===== src/rtl/mdu_issue_ctrl_pkg.sv =====
// Shared MDU operation codes, controller state encodings and the long-operation classifier
// used by the EX-side issue controller.
package mdu_issue_ctrl_pkg;

  localparam logic [3:0] MT_NONE   = 4'd0;
  localparam logic [3:0] MT_MULT   = 4'd1;
  localparam logic [3:0] MT_MULTU  = 4'd2;
  localparam logic [3:0] MT_MADD   = 4'd3;
  localparam logic [3:0] MT_MADDU  = 4'd4;
  localparam logic [3:0] MT_MSUB   = 4'd5;
  localparam logic [3:0] MT_MSUBU  = 4'd6;
  localparam logic [3:0] MT_DIV    = 4'd7;
  localparam logic [3:0] MT_DIVU   = 4'd8;
  localparam logic [3:0] MT_SET_HI = 4'd9;
  localparam logic [3:0] MT_SET_LO = 4'd10;

  localparam logic [1:0] ST_IDLE  = 2'd0;
  localparam logic [1:0] ST_ISSUE = 2'd1;
  localparam logic [1:0] ST_RUN   = 2'd2;

  typedef struct packed {
    logic [3:0]  ctrl;
    logic [31:0] a;
    logic [31:0] b;
  } mdu_op_t;

  // Operations that keep the unit busy for several cycles; HI/LO sets complete at the start edge.
  function automatic logic is_long_op(input logic [3:0] ctrl);
    logic long_v;
    case (ctrl)
      MT_MULT, MT_MULTU, MT_MADD, MT_MADDU,
      MT_MSUB, MT_MSUBU, MT_DIV, MT_DIVU: long_v = 1'b1;
      default:                            long_v = 1'b0;
    endcase
    return long_v;
  endfunction

endpackage


===== src/rtl/mdu_issue_ctrl.sv =====
// EX-stage front end for the multiply/divide unit: issues operations, buffers one pending
// operation while the unit is busy, and stalls reads that would return stale HI/LO.
module mdu_issue_ctrl
  import mdu_issue_ctrl_pkg::*;
(
  input  logic        clk,
  input  logic        reset,
  input  logic        req_valid,
  input  logic [3:0]  req_ctrl,
  input  logic [31:0] req_a,
  input  logic [31:0] req_b,
  input  logic        rd_valid,
  input  logic        rd_sel,
  input  logic        flush,
  output logic        stall,
  output logic [31:0] rd_data,
  output logic        mdu_start,
  output logic [3:0]  mdu_ctrl,
  output logic [31:0] mdu_a,
  output logic [31:0] mdu_b,
  input  logic        mdu_busy,
  input  logic [31:0] mdu_hi,
  input  logic [31:0] mdu_lo
);

  logic [1:0] state_r;
  logic [1:0] state_nx;
  logic       buf_v_r;
  logic       buf_v_nx;
  mdu_op_t    buf_op_r;
  mdu_op_t    buf_op_nx;
  logic       start_r;
  logic [3:0] ctrl_r;
  logic [31:0] a_r;
  logic [31:0] b_r;

  logic       active_s;
  logic       req_acc_s;
  logic       buf_go_s;
  logic       launch_s;
  mdu_op_t    launch_op_s;
  mdu_op_t    req_op_s;

  // ISSUE is active because the unit only raises busy the cycle after start.
  assign active_s  = (state_r == ST_ISSUE) | ((state_r == ST_RUN) & mdu_busy);
  assign stall     = (req_valid & buf_v_r) | (rd_valid & (active_s | buf_v_r));
  assign req_acc_s = req_valid & ~buf_v_r & ~flush;
  assign buf_go_s  = buf_v_r & ~flush;
  assign req_op_s  = '{ctrl: req_ctrl, a: req_a, b: req_b};
  assign rd_data   = rd_sel ? mdu_hi : mdu_lo;

  assign mdu_start = start_r;
  assign mdu_ctrl  = ctrl_r;
  assign mdu_a     = a_r;
  assign mdu_b     = b_r;

  // Next-state, buffer and launch selection; a launch always moves the FSM to ISSUE.
  always_comb begin
    state_nx    = state_r;
    buf_v_nx    = buf_v_r & ~flush;
    buf_op_nx   = buf_op_r;
    launch_s    = 1'b0;
    launch_op_s = buf_op_r;
    case (state_r)
      ST_IDLE: begin
        if (buf_go_s) begin
          launch_s    = 1'b1;
          launch_op_s = buf_op_r;
          buf_v_nx    = 1'b0;
          state_nx    = ST_ISSUE;
        end else if (req_acc_s) begin
          launch_s    = 1'b1;
          launch_op_s = req_op_s;
          state_nx    = ST_ISSUE;
        end else begin
          state_nx    = ST_IDLE;
        end
      end
      ST_ISSUE: begin
        if (req_acc_s) begin
          buf_v_nx  = 1'b1;
          buf_op_nx = req_op_s;
        end else begin
          buf_op_nx = buf_op_r;
        end
        if (is_long_op(ctrl_r)) begin
          state_nx    = ST_RUN;
        end else if (buf_go_s) begin
          launch_s    = 1'b1;
          launch_op_s = buf_op_r;
          buf_v_nx    = 1'b0;
          state_nx    = ST_ISSUE;
        end else begin
          state_nx    = ST_IDLE;
        end
      end
      ST_RUN: begin
        if (mdu_busy) begin
          if (req_acc_s) begin
            buf_v_nx  = 1'b1;
            buf_op_nx = req_op_s;
          end else begin
            buf_op_nx = buf_op_r;
          end
        end else if (buf_go_s) begin
          launch_s    = 1'b1;
          launch_op_s = buf_op_r;
          buf_v_nx    = 1'b0;
          state_nx    = ST_ISSUE;
        end else if (req_acc_s) begin
          launch_s    = 1'b1;
          launch_op_s = req_op_s;
          state_nx    = ST_ISSUE;
        end else begin
          state_nx    = ST_IDLE;
        end
      end
      default: begin
        state_nx = ST_IDLE;
        buf_v_nx = 1'b0;
      end
    endcase
  end

  // State, pending buffer and the registered unit-side outputs.
  always_ff @(posedge clk) begin
    if (!reset) begin
      state_r  <= ST_IDLE;
      buf_v_r  <= 1'b0;
      buf_op_r <= '0;
      start_r  <= 1'b0;
      ctrl_r   <= 4'd0;
      a_r      <= 32'd0;
      b_r      <= 32'd0;
    end else begin
      state_r  <= state_nx;
      buf_v_r  <= buf_v_nx;
      buf_op_r <= buf_op_nx;
      start_r  <= launch_s;
      if (launch_s) begin
        ctrl_r <= launch_op_s.ctrl;
        a_r    <= launch_op_s.a;
        b_r    <= launch_op_s.b;
      end else begin
        ctrl_r <= ctrl_r;
        a_r    <= a_r;
        b_r    <= b_r;
      end
    end
  end

endmodule


===== config.mk =====
export PLATFORM = sky130hd
export DESIGN_NAME = mdu_issue_ctrl
export DESIGN_NICKNAME = d
export VERILOG_FILES = /design/src/rtl/mdu_issue_ctrl_pkg.sv /design/src/rtl/mdu_issue_ctrl.sv
export SDC_FILE = /design/constraint.sdc
export NUM_CORES = 1
export LEC_CHECK = 0
export ABC_AREA = 0
export CAP_MARGIN = 20
export CORE_MARGIN = 5
export CORE_UTILIZATION = 35
export CTS_CLUSTER_SIZE = 30
export DETAILED_ROUTE_END_ITERATION = 16
export PLACE_DENSITY = 0.7
export SYNTH_ARGS = -nofsm -noshare
export SYNTH_HDL_FRONTEND = slang
export SYNTH_SLANG_ARGS = --single-unit

===== constraint.sdc =====
create_clock -name clk -period 2.3 [get_ports clk]
set_clock_uncertainty 0.15 [all_clocks]
set_input_delay 0.46 -clock clk [delete_from_list [all_inputs] [get_ports clk]]
set_output_delay 0.46 -clock clk [all_outputs]
set_load 0.02 [all_outputs]

==> out/results.txt, run 1 <==
Post-synth top cells -> 142 x nand2_1, 141 x dfxtp_1, 73 x a21oi_1
vias per cell -> 4.99
period utilization -> 98.4%
Layout fillers -> 1538
GRT Total Usage -> 18.9%
setup slack after layout -> 35.7 ps
total grt overflow -> 0
outcome -> finished, final reports clean
Die X -> 140 microns
Relative slew margins -> 55.2%
Clock transition at path regs -> 50 ps
Setup TNS -> 0 ps
dpl hpwl -> 13100 microns
VDD IR-drop max -> 0.474 mV
WP data required -> 1690 ps
# port buffers -> 240
CTS sink cnt -> 141
final hold vios -> 0
Syn Area/Cell -> 8.54 sq um
Final Slew Violations -> 0
register area share after synthesis -> 47.8%
Setup crit start -> rd_sel
Final Critical Period -> 2260 ps
Core Area -> 16600 sq um
CTS Buf Count -> 17
post-placement cell count -> 1121
Area contributors post-synth -> dfxtp_1 48%, nand2_1 9.0%, a22oi_1 8.4%
vias in the first global route -> 5397
Post-Layout Cell Count -> 1154
CTS Root Cell -> clkbuf_16
CP startpoint kind -> input pin
first drt pass iteration count -> 5
synth warn -> 0
post-place setup slack -> -417 ps
Async SR Flop Fraction -> 0%
largest net degree at the start of global routing -> 135
clk_lat worst skew -> 410 ps
initial detailed-routing violation count -> 363
count leader, synth -> nand2_1
setup bufs post-CTS -> 0
layout cells sized above 1 -> 11.3%
TritonCTS clock tree -> built
DRC Markers -> 0
worst reg2reg startpoint -> state_r[0]
first-pass GRT wire length -> 29600 microns
routed len/inst -> 17.1 microns
Initial Util -> 35.6%
Cell Pwr Density -> 687 nW/um^2
Routed Antenna Nets -> 0
Net Count, Synth -> 834
routed wire length -> 19800 microns
crit end category -> output port
number of synthesized flops with an enable pin -> 0
unique cell type count in the Yosys netlist -> 33
Syn Inst Count -> 691
Slew @ Worst Pin -> 672 ps
antenna violations before repair -> 2
maximum clock rate -> 442 MHz
Top Ports -> 241
nets -> 1066
leakage -> 3.24 nW
Post-Syn Area -> 5900 sq um
Area growth, synth to finish -> 58.2%
Bufs on Longest Clock Path -> 2
# rows -> 47
Seq cells post-synth -> 141
min-delay src -> buf_op_r[37]
routability congestion estimate -> 0.970
worst-path maximum fanout -> 16
main flop type after synthesis -> dfxtp_1
diode count -> 0
Crit path arrival time -> 1650 ps
CP Class -> in2out
via count -> 5754
Min-Delay Path Class -> reg2reg
post-synth top area share -> 47.8%
# setup viols final -> 0
die area -> 19600 sq um
H-tree depth -> 4
area leader, netlist -> dfxtp_1
maxcap violations -> 0
Vert. Die Dim -> 140 microns
==> path summary, 6_finish.rpt <==
check                       to  slack [ps]  cells past startpoint
setup reg to reg          flop          40                      8
hold reg to reg   buf_op_r[37]         300                      2
hold / removal    buf_op_r[37]         300                      2
setup / recovery   rd_data[30]          40                      4
==> final cells by class <==
type,count,area [sq um],share of cell area [%]
repair buffers,275,2820,30.2
inverters,5,21.3,0.228
well taps,220,275,2.95
multi-input cells,483,2830,30.3
clock inverters,6,86.3,0.925
clock buffers,24,482,5.16
flip-flops and latches,141,2820,30.2
==> power breakdown <==
| part | total [mW] | internal [mW] | switching, mW |
|---|---|---|---|
| clock | 2.65 | 1.67 | 0.980 |
| combinational | 1.16 | 0.600 | 0.561 |
| sequential | 2.60 | 2.55 | 0.0545 |
| total | 6.41 | 4.82 | 1.60 |
==> kinds of logic after synthesis <==
| logic type | Yosys count | synth area share, % |
|---|---|---|
| flip-flops | 141 | 47.8 |
| XOR/XNOR | 1 | 0.148 |
| multiplexers | 33 | 6.30 |
| adder cells (fa/ha/maj) | 4 | 0.848 |
| buffers and inverters | 67 | 4.81 |
| AND/OR/NAND/NOR | 223 | 14.9 |
| AO/OA/AOI/OAI | 222 | 25.1 |
==> repair_timing <==
item	in CTS	in global routing
pin swaps	0	0
gates cloned	1	2
hold buffers	0	0
gates resized for setup	39	7
hold endpoints to repair	0	0
endpoints found under the setup margin	33	66
==> routing by layer <==
layer / up-vias / wire length [microns] / global-route usage, %
li1: 2906 / - / -
met1: 2699 / 9340 / 26.7
met2: 137 / 9230 / 28.2
met3: 12 / 1040 / 6.04
met4: 0 / 169 / 4.18
met5: - / 0 / 0
==> flip-flops by register name (all words and copies together), names as in the netlist, named ones only <==
signal	flops
mdu_a	32
buf_op_r	68
mdu_start	1
mdu_ctrl	4
buf_v_r	1
state_r	2
mdu_b	32
==> worst max-delay path, cell delays in order <==
cell	delay, ps
clkdlybuf4s15_1	320
buf_12	200
mux2_2	350
dlygate4sd2_1	320
==> stage by stage <==
| stage | area (sq um) | utilization (%) | hold slack, ps | power [mW] |
|---|---|---|---|---|
| final | 9340 | 56.3 | 300 | 6.41 |
| after global routing | 9340 | 56.3 | 312 | 6.69 |
| after CTS | 9260 | 55.9 | 304 | 6.46 |
| after detailed placement | 8710 | 52.5 | 296 | 3.82 |
| after global placement | 8710 | 52.5 | 291 | 3.81 |
| after floorplan | 5900 | - | 286 | 3.17 |
==> layout by cell type, fill, tap and decap left out, types with 3 or more instances in the layout <==
| cell type | count |
|---|---|
| a211oi_1 | 65 |
| a21oi_1 | 73 |
| a22oi_1 | 66 |
| buf_12 | 8 |
| buf_16 | 3 |
| buf_4 | 22 |
| clkbuf_1 | 4 |
| clkbuf_16 | 19 |
| clkbuf_8 | 3 |
| clkdlybuf4s50_1 | 206 |
| dfxtp_1 | 141 |
| dlygate4sd2_1 | 31 |
| inv_1 | 4 |
| mux2_2 | 33 |
| nand2_1 | 141 |
| nor2_1 | 71 |
| o21ai_0 | 5 |
(Power assumes the default switching activity.)
==> inputs of run 2 (changes only) <==
CELL_PAD_IN_SITES_DETAIL_PLACEMENT = 2   (was default)
CELL_PAD_IN_SITES_GLOBAL_PLACEMENT = 2   (was default)
CORE_UTILIZATION = 24   (was 35)
GPL_TIMING_DRIVEN = 0   (was default)
PLACE_DENSITY = default   (was 0.7)
PLACE_DENSITY_LB_ADDON = 0.1   (was default)
clock period = 2.1 ns   (was 2.3 ns; I/O delays follow)
==> run 2 against run 1 <==
The run now ends with setup timing left. Power rose by 16%. Clock-buffer cell count fell by 7. Worst setup slack got worse by 44 ps. Combinational power up 21%. Register-to-register slack lost 40 ps. Via count up 8.0%. First-iteration DRC count shrank 39%. Core utilization shrank 15 points.
==> out/results.txt, run 2 (synthesized netlist as in run 1, its figures left out) <==
Final Slew Violations -> 0 (unchanged)
# rows -> 57 (+21%)
die area -> 27800 sq um (+42%)
outcome -> complete, but fails checks
max reg flops -> 68 (unchanged)
Crit path arrival time -> 2270 ps (+620 ps)
VDD IR-drop max -> 0.507 mV (+7.2%)
commonest cells after routing, fill and taps aside -> 202 x clkdlybuf4s50_1, 140 x nand2_1, 138 x dfxtp_1, 73 x a21oi_1, 70 x nor2_1
setup slack after layout -> -8.15 ps (-43.8 ps)
Area growth, synth to finish -> 68.4%
crit path cell chain -> inv_2, ha_4, nor2b_4, o21a_4, a22o_1, mux2_4, a211o_1, xor2_1
crit end category -> flop
Initial Util -> 24.3% (-11 points)
DRC Markers -> 0 (unchanged)
# setup viols final -> 1 (+1)
Die X -> 167 microns (+19%)
via count -> 6217 (+8.0%)
critical path's slowest cell -> dfxtp_4
Slew @ Worst Pin -> 641 ps (-30.6 ps)
initial detailed-routing violation count -> 220 (-39%)
WP data required -> 2260 ps (+570 ps)
worst-path maximum fanout -> 3 (-13)
TritonCTS clock tree -> built
total grt overflow -> 0 (unchanged)
Cell Pwr Density -> 747 nW/um^2 (+8.8%)
most common cell after layout, fill and taps aside -> clkdlybuf4s50_1
unrepaired setup endpoints after global routing -> true
routability congestion estimate -> 0.848 (-13%)
WP buf/inv -> 1 (-2)
CTS sink cnt -> 141 (unchanged)
Routed Antenna Nets -> 0 (unchanged)
nets -> 1115 (+4.6%)
Core Area -> 24200 sq um (+46%)
Largest Register -> buf_op_r
failing checks -> setup timing
overall power -> 7.43 mW (+16%)
leakage -> 3.48 nW (+7.3%)
Setup TNS -> -8.15 ps (-8.15 ps)
routed len/inst -> 20.1 microns (+17%)
cell family with most CP delay -> compound AO/OA/AOI/OAI gates
final hold vios -> 0 (unchanged)
diode count -> 0 (unchanged)
CP peak stage delay -> 350 ps (about the same)
clk_lat worst skew -> 420 ps (about the same)
Relative slew margins -> 57.3% (+2.0 points)
first-pass GRT wire length -> 40600 microns (+37%)
largest net degree at the start of global routing -> 17 (-87%)
Clock transition at path regs -> 70 ps (+20 ps)
antenna violations before repair -> 0 (-2)
maximum clock rate -> 474 MHz
routed wire length -> 26300 microns (+33%)
Hold-fix buffers, CTS -> 0 (unchanged)
GRT Total Usage -> 18.5% (-0.32 points)
CTS Buf Count -> 17 (unchanged)
Final Critical Period -> 2110 ps
vias in the first global route -> 6664 (+23%)
Bufs on Longest Clock Path -> 2 (unchanged)
CTS Root Cell -> clkbuf_16
first drt pass iteration count -> 4 (-1)
# port buffers -> 239 (-0.42%)
Vert. Die Dim -> 167 microns (+19%)
CP startpoint kind -> flop
Top Ports -> 241 (unchanged)
layout cells sized above 1 -> 19.1% (+7.8 points)
CP Class -> reg2reg
vias per cell -> 4.75 (-4.7%)
Min-Delay Path Class -> reg2reg
maxcap violations -> 0 (unchanged)
dpl hpwl -> 19800 microns (+50%)
period utilization -> 100%
H-tree depth -> 4 (unchanged)
run 2: cell types whose count changed in the layout (fill, tap and decap cells not counted), sizes merged:
cell           delta
clkinv            -2
dlymetal6s2s      +1
clkinvlp          +3
clkdlybuf4s50     -4
clkdlybuf4s15     -2
buf              +28
inv               +6
bufinv            +1
clkbuf           +16
dlygate4sd2       +3
run 2: metrics by stage:
stage	cells	instance area (sq um)	utilization (%)	hold WS, ps	setup slack (ps)
5_1_grt	1308	9940	41.0	326	-104
3_3_place_gp	1254	8730	36.0	292	-1070
4_1_cts	1299	9650	39.8	309	-9.07
3_5_place_dp	1254	8730	36.0	300	-1070
6_report	1308	9940	41.0	306	-8.15
2_1_floorplan	691	5930	-	286	1.70
run 2: layout make-up:
class	count	area (sq um)
fillers	2686	14300
multi-input cells	483	3020
flip-flops and latches	141	2830
repair buffers	264	2530
plain buffers	60	520
clock buffers	17	425
well taps	324	405
clock inverters	14	184
inverters	5	18.8
run 2: layer usage:
layer  up-vias  global-route usage, %  wire length, microns
met3        14                   4.88                  1190
met5         -                      0                     0
met4         0                   3.77                   252
met1      3013                   21.8                 11200
li1       3013                      -                     -
met2       177                   33.9                 13600
run 2: where the power goes:
group / leakage (nW) / switching (mW) / internal, mW
registers: 1.15 / 0.0658 / 2.79
logic: 2.04 / 0.689 / 0.707
clock network: 0.285 / 1.29 / 1.89
total: 3.48 / 2.04 / 5.38
run 2: path summary, 6_finish.rpt:
path | slack, ps | depth (start not counted) | start | endpoint
worst max-delay path | -8 | 8 | state_r[0] | flop
worst min-delay path | 310 | 2 | buf_op_r[20] | buf_op_r[20]
worst max register to register | -8 | 8 | state_r[0] | flop
worst min register to register | 310 | 2 | buf_op_r[20] | buf_op_r[20]
run 2: worst reg2reg max path, stage by stage, from the launching register on:
cell,delay [ps]
dfxtp_4,350
inv_2,50
ha_4,160
nor2b_4,140
o21a_4,240
a22o_1,210
mux2_4,270
a211o_1,270
xor2_1,150
run 2: repair_timing:
action	CTS	global route
pin swaps	8	13
cloned	1	0
endpoints found under the hold margin	0	0
gates resized for setup	131	78
endpoints found under the setup margin	170	125
setup buffers	15	9
==> inputs of run 3 (changes only) <==
GPL_TIMING_DRIVEN = default   (was 0)
==> run 3 against run 2 <==
The run still ends with setup timing left. Global-route usage up 0.074 points. Wire length increased by 1.9%. Clock-buffer cell count unchanged. Worst hold slack improved by 2.8 ps. Cell area down 1.8%.
==> out/results.txt, run 3 (synthesized netlist as in run 1, its figures left out) <==
leakage -> 3.33 nW (-4.2%)
Routed Antenna Nets -> 0 (unchanged)
H-tree depth -> 4 (unchanged)
# setup viols final -> 1 (unchanged)
maxcap violations -> 0 (unchanged)
via count -> 6212 (-0.080%)
most common cell after layout, fill and taps aside -> clkdlybuf4s50_1
CTS sink cnt -> 141 (unchanged)
nets -> 1077 (-3.4%)
cell area after layout -> 9760 sq um (-1.8%)
CTS Root Cell -> clkbuf_16
# rows -> 57 (unchanged)
routed len/inst -> 21.1 microns (+4.9%)
crit end category -> flop
vias per cell -> 4.89 (+2.9%)
Initial Util -> 24.3% (unchanged)
max reg flops -> 68 (unchanged)
total grt overflow -> 0 (unchanged)
Bufs on Longest Clock Path -> 2 (unchanged)
overall power -> 7.27 mW (-2.1%)
Final Slew Violations -> 0 (unchanged)
# port buffers -> 240 (+0.42%)
GRT Total Usage -> 18.6% (+0.074 points)
Die X -> 167 microns (unchanged)
initial detailed-routing violation count -> 208 (-5.5%)
commonest cells after routing, fill and taps aside -> 205 x clkdlybuf4s50_1, 140 x nand2_1, 139 x dfxtp_1, 73 x a21oi_1, 70 x nor2_1
CP startpoint kind -> flop
diode count -> 0 (unchanged)
Register Area -> 2830 sq um (about the same)
Slew @ Worst Pin -> 553 ps (-88.1 ps)
TritonCTS clock tree -> built
outcome -> complete, but fails checks
Relative slew margins -> 63.1% (+5.9 points)
Layout fillers -> 2606 (-3.0%)
Clock transition at path regs -> 70 ps (about the same)
Vert. Die Dim -> 167 microns (unchanged)
Top Ports -> 241 (unchanged)
Largest Register -> buf_op_r
multi-input logic area -> 2960 sq um (-1.9%)
antenna violations before repair -> 0 (unchanged)
VDD IR-drop max -> 0.441 mV (-13%)
Core Area -> 24200 sq um (unchanged)
Min-Delay Path Class -> reg2reg
layout cells sized above 1 -> 16.6% (-2.5 points)
CP Class -> reg2reg
WP buf/inv -> 1 (unchanged)
routed wire length -> 26700 microns (+1.9%)
die area -> 27800 sq um (unchanged)
crit path cell chain -> inv_4, ha_4, nand4bb_1, or2_4, nand2_4, mux2_4, a211o_1, xor2_1
cell family with most CP delay -> simple AND/OR/NAND/NOR gates
clk_lat worst skew -> 420 ps (about the same)
critical path's slowest cell -> dfxtp_4
largest net degree at the start of global routing -> 105 (+88)
maximum clock rate -> 463 MHz (-2.4%)
vias in the first global route -> 6919 (+3.8%)
DRC Markers -> 0 (unchanged)
first-pass GRT wire length -> 41300 microns (+1.7%)
routability congestion estimate -> 1.15 (+36%)
Cell Pwr Density -> 744 nW/um^2 (-0.39%)
final hold vios -> 0 (unchanged)
CTS Buf Count -> 17 (unchanged)
Crit path arrival time -> 2310 ps (+40 ps)
Area growth, synth to finish -> 65.4%
CP peak stage delay -> 370 ps (+20 ps)
dpl hpwl -> 19200 microns (-3.1%)
unrepaired setup endpoints after global routing -> true
Cell Area, Placed -> 8920 sq um (+2.2%)
Final Critical Period -> 2160 ps (+51.3 ps)
failing checks -> setup timing
period utilization -> 103% (+2.4 points)
WP data required -> 2250 ps (about the same)
worst-path maximum fanout -> 4 (+1)
setup slack after layout -> -59.5 ps (-51.3 ps)
first drt pass iteration count -> 4 (unchanged)
-- run 3: layout make-up --
class,count,share of cell area (%)
Multi-Input combinational cell,483,30.4
Tap cell,324,4.15
Sequential cell,141,29.0
Clock buffer,17,4.36
Inverter,5,0.269
Timing Repair Buffer,286,30.2
Clock inverter,14,1.67
-- run 3: path summary, 6_finish.rpt --
check / from / endpoint / slack (ps) / cells after the start
max: state_r[1] / flop / -60 / 8
min reg2reg: buf_op_r[49] / buf_op_r[49] / 310 / 2
min: buf_op_r[49] / buf_op_r[49] / 310 / 2
max reg2reg: state_r[1] / flop / -60 / 8
-- run 3: tightest hold or removal path: cells and delay by family (launching register included) --
family | cells | cell delay (ps)
AOI/OAI and AO/OA | 1 | 50
DFF | 1 | 310
and+or+nand+nor | 1 | 50
-- run 3: what timing repair did --
item | 4_1_cts | 5_1_grt
gates cloned | 2 | 1
buffers inserted | 4 | 1
pin swaps | 9 | 6
resized for setup | 77 | 23
hold buffers | 0 | 0
setup endpoints to repair | 82 | 67
-- run 3: where the power goes --
| part | internal [mW] | total (mW) | switching [mW] | leakage [nW] |
|---|---|---|---|---|
| combinational | 0.694 | 1.37 | 0.674 | 1.91 |
| sequential | 2.79 | 2.86 | 0.0705 | 1.15 |
| clock | 1.77 | 3.04 | 1.27 | 0.275 |
-- run 3: per-layer routing --
layer | vias to the layer above | global-route usage, % | part of all wire, %
li1 | 2926 | - | -
met1 | 3079 | 21.1 | 41
met2 | 184 | 35.2 | 53
met3 | 23 | 4.31 | 4.4
met4 | 0 | 4.16 | 1.4
met5 | - | 0 | 0
-- run 3: metrics by stage --
| step | utilization, % | hold slack, ps | instances | TNS (ps) | setup WS, ps |
|---|---|---|---|---|---|
| 2_1_floorplan | - | 286 | 691 | 0 | 1.70 |
| 3_3_place_gp | 36.8 | 291 | 1232 | -42070 | -515 |
| 3_5_place_dp | 36.8 | 301 | 1232 | -55980 | -580 |
| 4_1_cts | 39.7 | 311 | 1269 | -65.0 | -35.8 |
| 5_1_grt | 40.3 | 329 | 1270 | -1870 | -161 |
| 6_report | 40.3 | 309 | 1270 | -59.5 | -59.5 |
